--- config.mk ---
export PLATFORM = sky130hd
export DESIGN_NAME = counter_seq
export DESIGN_NICKNAME = d
export VERILOG_FILES = /design/src/rtl/cseq_pkg.sv /design/src/rtl/counter_seq.sv
export SDC_FILE = /design/constraint.sdc
export NUM_CORES = 1
export LEC_CHECK = 0
export ABC_AREA = 1
export CAP_MARGIN = 20
export CORE_MARGIN = 5
export CORE_UTILIZATION = 48
export CTS_CLUSTER_SIZE = 30
export DETAILED_ROUTE_END_ITERATION = 12
export GPL_ROUTABILITY_DRIVEN = 1
export HOLD_SLACK_MARGIN = 0.06
export PLACE_DENSITY = 0.83
export SLEW_MARGIN = 20
export SYNTH_ARGS = -nofsm -noshare
export SYNTH_HDL_FRONTEND = slang
export SYNTH_SLANG_ARGS = --single-unit
--- constraint.sdc ---
create_clock -name clk -period 4.1 [get_ports clk]
set_input_delay 0.82 -clock clk [delete_from_list [all_inputs] [get_ports clk]]
set_output_delay 0.82 -clock clk [all_outputs]
set_load 0.05 [all_outputs]
--- src/rtl/cseq_pkg.sv ---
// Shared types for the counter sequencer: FSM state, captured job, default width.
// Optional macro CSEQ_REPEAT_EN adds a repeat bit to the job.
package cseq_pkg;

   localparam int CSEQ_WIDTH = 4;

   typedef enum logic [1:0] {
      S_IDLE,
      S_LOAD,
      S_RUN,
      S_DONE
   } cseq_state_e;

   // Field widths follow CSEQ_WIDTH; the top's WIDTH parameter defaults to it.
   typedef struct packed {
      logic [CSEQ_WIDTH-1:0] start;
      logic                  dir;
      logic [CSEQ_WIDTH-1:0] len;
`ifdef CSEQ_REPEAT_EN
      logic                  rpt;
`endif
   } cseq_job_t;

endpackage

--- src/rtl/counter_seq.sv ---
// Job sequencer driving an external up/down counter: load, count len enabled cycles, report.
// Optional macro CSEQ_REPEAT_EN adds cmd_repeat for self-restarting jobs.
module counter_seq
   import cseq_pkg::*;
#(
   parameter int WIDTH = CSEQ_WIDTH
) (
   input  logic             clk,
   input  logic             rst_n,
   input  logic             cmd_valid,
   output logic             cmd_ready,
   input  logic [WIDTH-1:0] cmd_start,
   input  logic             cmd_dir,
   input  logic [WIDTH-1:0] cmd_len,
`ifdef CSEQ_REPEAT_EN
   input  logic             cmd_repeat,
`endif
   input  logic             abort,
   output logic             load_n,
   output logic             up_down,
   output logic             ce,
   output logic [WIDTH-1:0] data_load,
   input  logic [WIDTH-1:0] count_out,
   input  logic             max_count,
   input  logic             zero,
   output logic             busy,
   output logic             done,
   output logic             wrapped,
   output logic             aborted
);

   cseq_state_e      state, state_nxt;
   cseq_job_t        job;
   logic [WIDTH-1:0] remaining;
   logic             wrapped_q, aborted_q;
   logic             term;
   logic             cnt_unused;

   // count_out is observed by the integrator only; the flags carry what we need.
   assign cnt_unused = ^count_out;

   assign term = job.dir ? max_count : zero;

   always_ff @(posedge clk or negedge rst_n) begin
      if (!rst_n) state <= S_IDLE;
      else        state <= state_nxt;
   end

   always_comb begin
      state_nxt = state;
      case (state)
         S_IDLE: if (cmd_valid) state_nxt = S_LOAD;
         S_LOAD: begin
            if (abort)              state_nxt = S_DONE;
            else if (job.len != '0) state_nxt = S_RUN;
            else                    state_nxt = S_DONE;
         end
         S_RUN:  if (abort || remaining == WIDTH'(1)) state_nxt = S_DONE;
         S_DONE: begin
`ifdef CSEQ_REPEAT_EN
            state_nxt = (job.rpt && !aborted_q) ? S_LOAD : S_IDLE;
`else
            state_nxt = S_IDLE;
`endif
         end
         default: state_nxt = S_IDLE;
      endcase
   end

   always_ff @(posedge clk or negedge rst_n) begin
      if (!rst_n) begin
         job       <= '0;
         remaining <= '0;
         wrapped_q <= 1'b0;
         aborted_q <= 1'b0;
      end else begin
         case (state)
            S_IDLE: begin
               if (cmd_valid) begin
                  job.start <= cmd_start;
                  job.dir   <= cmd_dir;
                  job.len   <= cmd_len;
`ifdef CSEQ_REPEAT_EN
                  job.rpt   <= cmd_repeat;
`endif
                  wrapped_q <= 1'b0;
                  aborted_q <= 1'b0;
               end
            end
            S_LOAD: begin
               remaining <= job.len;
               if (abort) aborted_q <= 1'b1;
            end
            S_RUN: begin
               remaining <= remaining - WIDTH'(1);
               if (term)  wrapped_q <= 1'b1;
               if (abort) aborted_q <= 1'b1;
            end
            S_DONE: begin
`ifdef CSEQ_REPEAT_EN
               // Each repeat pass reports its own flags.
               if (state_nxt == S_LOAD) begin
                  wrapped_q <= 1'b0;
                  aborted_q <= 1'b0;
               end
`endif
            end
            default: ;
         endcase
      end
   end

   assign cmd_ready = (state == S_IDLE);
   assign load_n    = (state != S_LOAD);
   assign ce        = (state == S_RUN);
   assign busy      = (state == S_LOAD) || (state == S_RUN);
   assign done      = (state == S_DONE);
   assign up_down   = job.dir;
   assign data_load = job.start;
   assign wrapped   = wrapped_q;
   assign aborted   = aborted_q;

endmodule
After elaboration in Yosys (flattened, before gate mapping)
Cells that the tools add are included.
Cells by class
  add/subtract/negate cells: 1
  multipliers: 0
  div/mod/pow operators: 0
  magnitude comparators: 0
  eq/ne operators: 9
  shift operators: 0
  multiplexer cells: 12
  bitwise operators: 0
  reduce and logical (&&, ||, !) cells: 12
Operators with widths (count)
  $ne 2x1->1 const B: 4
  $pmux 2 s4: 1
  $pmux 4 s2: 1
  $mux 1: 6
  $reduce_and 3->1: 2
  $reduce_bool 2->1: 3
  $eq 2x2->1 const B: 2
  $eq 4x1->1 const B: 1
  $mux 2: 2
  $pmux 1 s2: 2
  $reduce_and 2->1: 2
  $reduce_bool 4->1: 1
  $sub 4x1->4 const B: 1
  $eq 2x1->1 const B: 1
  $logic_not 2->1: 1
  $logic_or 1x1->1: 2
  $ne 2x2->1 const B: 1
  $reduce_or 2->1: 1
Storage, ports and cells
  register bits: 17
  latch bits: 0
  memory bits (writable): 0
  bits in read-only memories: 0
  input port bits: 19
  output and inout port bits: 12
  logic and storage cells: 41
  memories kept: 0

Longest topological paths before layout
Gate-level depths: netlist of run 1.
  depth in word-level cells: 4
  gate-level depth with buffers: 9

Worst setup path after synthesis of run 1
Ideal clock, no wire load.
  path kind: reg-to-output
  start: register state[0]
  end: output port busy
  arrival time: 1.074 ns
  data required time: 3.280 ns
  path slack: 2.206 ns
  stages on the path, launching flop included: 3
  path through: dfrtp_1 inv_1 ha_1
Between the ends
  longest elaborated chain between the ends: 2
  elaborated cells on any way between the ends: 3
  classes of those cells: 2 x eq/ne; 1 x reduce/logical
Ends and longest elaborated chain
  from (decl): line counter_seq.sv:32  | cseq_state_e state, state_nxt;
  from (signal assigned): line counter_seq.sv:46  | else state <= state_nxt;
  $eq 2x1->1 / $eq 2x2->1 (equally long branches): line counter_seq.sv:116  | assign busy = (state == S_LOAD) || (state == S_RUN);
  $logic_or 1x1->1 *: line counter_seq.sv:116
  to (decl): line counter_seq.sv:26  | output logic busy,
Mark *: on every way between the ends. The rest lies on a longest branch, timed or not.

Worst setup path after layout of run 1
  start: register state[0]
  end: output port ce
Between the ends
  longest elaborated chain between the ends: 1
Ends and longest elaborated chain
  $eq 2x2->1: line counter_seq.sv:115  | assign ce = (state == S_RUN);
  to (decl): line counter_seq.sv:21  | output logic ce,
Every way passes these cells.

==> flow_metrics.py, run 1 <==
metrics = {
    "run_status": {
        "outcome": "complete, no violations",
    },
    "clocking": {
        "cts.sinks": 17,
        "clk_path_buf_depth": 2,
        "cts_setup_buffers": 0,
        "cts-hold-fix-buffers": 0,
        "cts-resized-gates": 0,
        "cts_tree": "built",
        "clk_pin_slew_ps": 100,
        "cts_root_buf": "clkbuf_4",
        "htreeDepth": 1,
        "insertion_delay_ps": 300,
        "numCtsBuffers": 3,
    },
    "layout": {
        "nets": 144,
        "antenna_cells": 0,
        "area_growth_pct": 28.9,
        "fin_util_pct": 63.1,
        "drive_above_1_share_pct": 13.6,
    },
    "placement": {
        "gp_congestion": 0.850,
        "numPortBuffers": 26,
        "post-dp-hpwl_um": 1360,
    },
    "critical_path": {
        "r2r_slack_ps": 2610,
        "cp.arrival_ps": 2130,
        "r2r-end": "job[2]$_DFFE_PN0P_",
        "required_ps": 3280,
        "critPathLaunchType": "flip-flop",
        "r2r_cells": 4,
        "path_max_fanout": 10,
        "path_buf_inv": 2,
        "endpoint_kind": "output port",
        "critPathTopFamily": "buffers and inverters",
        "cp_slowest_cell": "clkdlybuf4s50_1",
        "critPathKind": "flip-flop to output port",
        "r2r_start": "state[0]$_DFFE_PN0P_",
        "cp_slowest_stage_delay_ps": 890,
        "path_cells": "inv_1 -> ha_1 -> clkdlybuf4s50_1",
    },
    "sta": {
        "slew_headroom_pct": 52.0,
        "finalSetupViolCount": 0,
        "rsz0062_at_grt": "no",
        "max_freq_mhz": 339,
        "maxSlewViolCount": 0,
        "hold_viol": 0,
        "tightest_slew_ps": 718,
        "fin_setup_tns_ps": 0,
        "period_minus_slack_ps": 2950,
        "hold_ws_ps": 517,
        "timing.final.crit_share_pct": 71.9,
        "skew_ps": 6.52,
    },
    "global_routing": {
        "grt_pass1_wl_um": 2580,
        "antenna_found_initial": 0,
        "grt_pass1_vias": 582,
        "grt_max_degree": 18,
        "grtUsageTotal_pct": 12.3,
        "overflow": 0,
    },
    "yosys": {
        "ys_types": 19,
        "synth_xor_area_share_pct": 0,
        "synth_nets": 119,
        "synthMuxAreaShare_pct": 12.1,
        "synth-seq-cells": 17,
        "synthesis.area_um2": 931,
        "synth_warnings": 0,
        "syn_avg_cell_area_um2": 9.90,
        "synth-compound-area-share_pct": 11.4,
        "synth_seq_area_share_pct": 45.7,
        "postSynthCellCount": 94,
        "yosys.area_share.simple_pct": 11.3,
        "synth_top_family_by_area": "multiplexers",
        "yosys.area_share.adder_pct": 8.06,
    },
    "die": {
        "rows": 16,
        "initial_core_util_pct": 48.9,
        "die_h_um": 54.0,
        "die_area_mm2": 0.00292,
        "ios": 31,
        "core_area_mm2": 0.00190,
        "die_x_um": 54.0,
    },
    "min_path": {
        "whs_path_depth": 2,
        "min_to": "wrapped$_DFFE_PN0P_",
        "hold_path.class": "flip-flop to flip-flop",
        "hold_start": "wrapped$_DFFE_PN0P_",
    },
    "run": {
        "cap_violations": 0,
    },
    "detailed_routing": {
        "first_pass_iters": 4,
        "wl_um": 1680,
        "drtAntennaViolNets": 0,
        "vias": 658,
        "routedWlPerCell_um": 11.6,
        "drt_iter0_markers": 5,
        "post-route-drc-count": 0,
        "routed_via_density": 4.54,
    },
}
worst min-delay path, cell delays in order (launching register included):
cell and delay, ps:
dfrtp_1 350, o21ai_0 80, o31ai_1 60
placed cells by master (no fill, tap or decap), types with 2 or more instances in the layout:
cell              n
clkdlybuf4s50_1  26
dfrtp_1          17
nand2_1          14
inv_1            12
o21ai_0          11
mux2_4            6
ha_1              6
nor2_1            5
a21oi_1           4
nand3_1           3
clkbuf_4          3
o31ai_1           2
mux2_2            2
state kept, by name, summed over array words and instances, names as in the netlist:
name / cells
remaining: 4
up_down: 1
wrapped: 1
job: 4
state: 2
data_load: 4
aborted: 1
layer usage:
layer	wire (um)	up-vias	global-route usage [%]	part of all wire, %
li1	-	349	-	-
met1	774	294	16.3	46
met2	817	12	19.0	49
met3	79	3	4.99	4.7
met4	13	0	2.49	0.77
met5	0	-	0	0
per-stage QoR:
stage                     setup WS [ps]  instances  cell area [um^2]
final                              1150        145              1200
after global routing               1050        145              1200
after CTS                          1130        145              1200
after detailed placement           1470        141              1170
after global placement             1490        141              1170
after floorplan                    2210         94               931
cells in the mapped netlist:
cell / n / area share [%]
o31ai_1: 2 / 1.6
a21oi_2: 1 / 0.94
nor2_1: 5 / 2.0
buf_4: 4 / 3.2
buf_6: 2 / 2.4
inv_1: 12 / 4.8
nand3_1: 3 / 1.6
mux2_2: 2 / 2.4
nor2_2: 1 / 0.67
ha_1: 6 / 8.1
nand2_2: 1 / 0.67
mux2_4: 6 / 9.7
nand2_1: 14 / 5.6
a22oi_1: 1 / 0.81
inv_6: 1 / 0.94
a21oi_1: 4 / 2.2
nand4_1: 1 / 0.67
dfrtp_1: 17 / 46
o21ai_0: 11 / 5.9
layout make-up:
type / count / area, um^2
multi-input combinational: 58 / 399
inverter: 13 / 53.8
fill: 156 / 702
clock inverter: 1 / 5.00
timing repair buffer: 26 / 260
sequential: 17 / 425
clock buffer: 3 / 22.5
tap: 27 / 33.8
kinds of logic (layout without fill, tap and decap cells):
logic type	Yosys count	after routing
muxes	8	8
DFF	17	17
and+or+nand+nor	25	25
buffers and inverters	19	43
AOI/OAI and AO/OA	19	19
adders and majority gates	6	6
how the worst max path moves through the flow:
stage	endpoint	startpoint	cells after the start	slack [ps]
6_report	ce	state[0]$_DFFE_PN0P_	3	1150
5_1_grt	ce	state[0]$_DFFE_PN0P_	3	1050
4_1_cts	ce	state[0]$_DFFE_PN0P_	3	1130
3_5_place_dp	ce	state[0]$_DFFE_PN0P_	3	1470
3_3_place_gp	ce	state[0]$_DFFE_PN0P_	3	1490
2_1_floorplan	busy	state[0]$_DFFE_PN0P_	2	2210
Power of run 1 is left out: the tool's default activity adds up to more than one toggle a clock period on the data nets, which glitch-free logic cannot reach.
==> run 2, diff against run 1 <==
--- a/config.mk
+++ b/config.mk
@@ -8,12 +8,12 @@
 export ABC_AREA = 1
 export CAP_MARGIN = 20
 export CORE_MARGIN = 5
-export CORE_UTILIZATION = 48
+export CORE_UTILIZATION = 40
 export CTS_CLUSTER_SIZE = 30
 export DETAILED_ROUTE_END_ITERATION = 12
 export GPL_ROUTABILITY_DRIVEN = 1
 export HOLD_SLACK_MARGIN = 0.06
-export PLACE_DENSITY = 0.83
+export PLACE_DENSITY = 0.74
 export SLEW_MARGIN = 20
 export SYNTH_ARGS = -nofsm -noshare
 export SYNTH_HDL_FRONTEND = slang
==> constraint.sdc (replaced) <==
create_clock -name clk -period 2.46 [get_ports clk]
set_input_delay 0.492 -clock clk [delete_from_list [all_inputs] [get_ports clk]]
set_output_delay 0.492 -clock clk [all_outputs]
set_load 0.05 [all_outputs]
==> flow_metrics.py, run 2 (synthesis results as in run 1) <==
metrics = {
    "sta": {
        "period_minus_slack_ps": 2370,
        "max_freq_mhz": 421,
        "maxSlewViolCount": 0,
        "tightest_slew_ps": 718,
        "finalSetupViolCount": 0,
        "hold_viol": 0,
        "timing.final.crit_share_pct": 96.5,
        "rsz0062_at_grt": "no",
        "fin_setup_tns_ps": 0,
        "hold_ws_ps": 522,
        "skew_ps": 4.83,
        "slew_headroom_pct": 52.0,
    },
    "run_status": {
        "outcome": "complete, no violations",
    },
    "global_routing": {
        "grtUsageTotal_pct": 12.4,
        "grt_max_degree": 18,
        "grt_pass1_vias": 766,
        "grt_pass1_wl_um": 3170,
        "antenna_found_initial": 0,
        "overflow": 0,
    },
    "detailed_routing": {
        "routed_via_density": 4.93,
        "vias": 720,
        "drtAntennaViolNets": 0,
        "first_pass_iters": 4,
        "post-route-drc-count": 0,
        "drt_iter0_markers": 6,
        "wl_um": 1870,
        "routedWlPerCell_um": 12.8,
    },
    "layout": {
        "final_common_cell": "clkdlybuf4s50_1",
        "multi_input_area_um2": 399,
        "area_growth_pct": 28.5,
        "final_area_mm2": 0.00120,
        "antenna_cells": 0,
        "layout_common_cells": "clkdlybuf4s50_1 (24), dfrtp_1 (17), nand2_1 (14)",
        "n_fill_cell": 208,
        "regArea_um2": 425,
        "nets": 144,
        "drive_above_1_share_pct": 15.3,
    },
    "critical_path": {
        "critPathLaunchType": "flip-flop",
        "required_ps": 1970,
        "path_max_fanout": 5,
        "critPathKind": "flip-flop to output port",
        "endpoint_kind": "output port",
        "cp.arrival_ps": 1880,
    },
    "clocking": {
        "htreeDepth": 1,
        "cts_root_buf": "clkbuf_4",
        "insertion_delay_ps": 300,
        "cts_setup_buffers": 0,
        "clk_path_buf_depth": 2,
        "numCtsBuffers": 3,
        "clk_pin_slew_ps": 100,
        "cts.sinks": 17,
        "cts_tree": "built",
        "cts-hold-fix-buffers": 0,
        "cts-resized-gates": 0,
    },
    "die": {
        "initial_core_util_pct": 42.1,
        "die_x_um": 58.2,
        "ios": 31,
        "core_area_mm2": 0.00221,
        "rows": 17,
        "die_area_mm2": 0.00339,
        "die_h_um": 58.2,
    },
    "placement": {
        "post-dp-hpwl_um": 1520,
        "numPortBuffers": 26,
        "gp_congestion": 0.828,
        "dpl_cell_area_mm2": 0.00117,
    },
    "min_path": {
        "hold_path.class": "flip-flop to flip-flop",
    },
    "run": {
        "cap_violations": 0,
    },
}
==> run 2: cell count changes in the layout (fill, tap and decap cells not counted) <==
cell / change
buf_4: +2
clkdlybuf4s50_1: -2
==> run 2: critical path, cell delays in order (launching register included) <==
cell	delay [ps]
dfrtp_1	440
inv_1	110
ha_1	200
clkdlybuf4s50_1	830
==> run 2: area by class of cell <==
| cell class | count | area share (%) |
|---|---|---|
| inverter | 13 | 4.50 |
| tap | 28 | 2.93 |
| timing repair buffer | 26 | 21.3 |
| clock buffer | 3 | 1.88 |
| clock inverter | 1 | 0.418 |
| sequential | 17 | 35.6 |
| multi-input combinational | 58 | 33.4 |
==> run 2: worst paths after layout <==
path                                           from                        to  slack [ps]  cells past startpoint
max in group asynchronous                     rst_n  remaining[3]$_DFFE_PN0P_        1400                      1
min reg2reg                data_load[2]$_DFFE_PN0P_  data_load[2]$_DFFE_PN0P_         520                      1
min in group asynchronous                     rst_n      state[1]$_DFFE_PN0P_         610                      1
max                            state[0]$_DFFE_PN0P_                 cmd_ready          90                      3
max reg2reg                    state[0]$_DFFE_PN0P_      state[0]$_DFFE_PN0P_         940                      8
min                        data_load[2]$_DFFE_PN0P_  data_load[2]$_DFFE_PN0P_         520                      1
==> run 2: per-stage QoR <==
step,cells,setup WS (ps),utilization [%]
4_1_cts,146,79.1,54.1
2_1_floorplan,94,763,-
5_1_grt,146,18.3,54.1
3_3_place_gp,142,468,52.8
3_5_place_dp,142,424,52.8
6_report,146,86.2,54.1
==> run 2: routing by layer <==
metal | share of wire, % | wire length (um) | GRT usage, % | vias up
met5 | 0 | 0 | 0 | -
met4 | 2.2 | 42 | 7.95 | 0
met3 | 5.5 | 103 | 3.34 | 5
met2 | 54 | 1010 | 22.6 | 23
met1 | 38 | 710 | 12.2 | 344
li1 | - | - | - | 348
Power of run 2 is left out for the same reason.
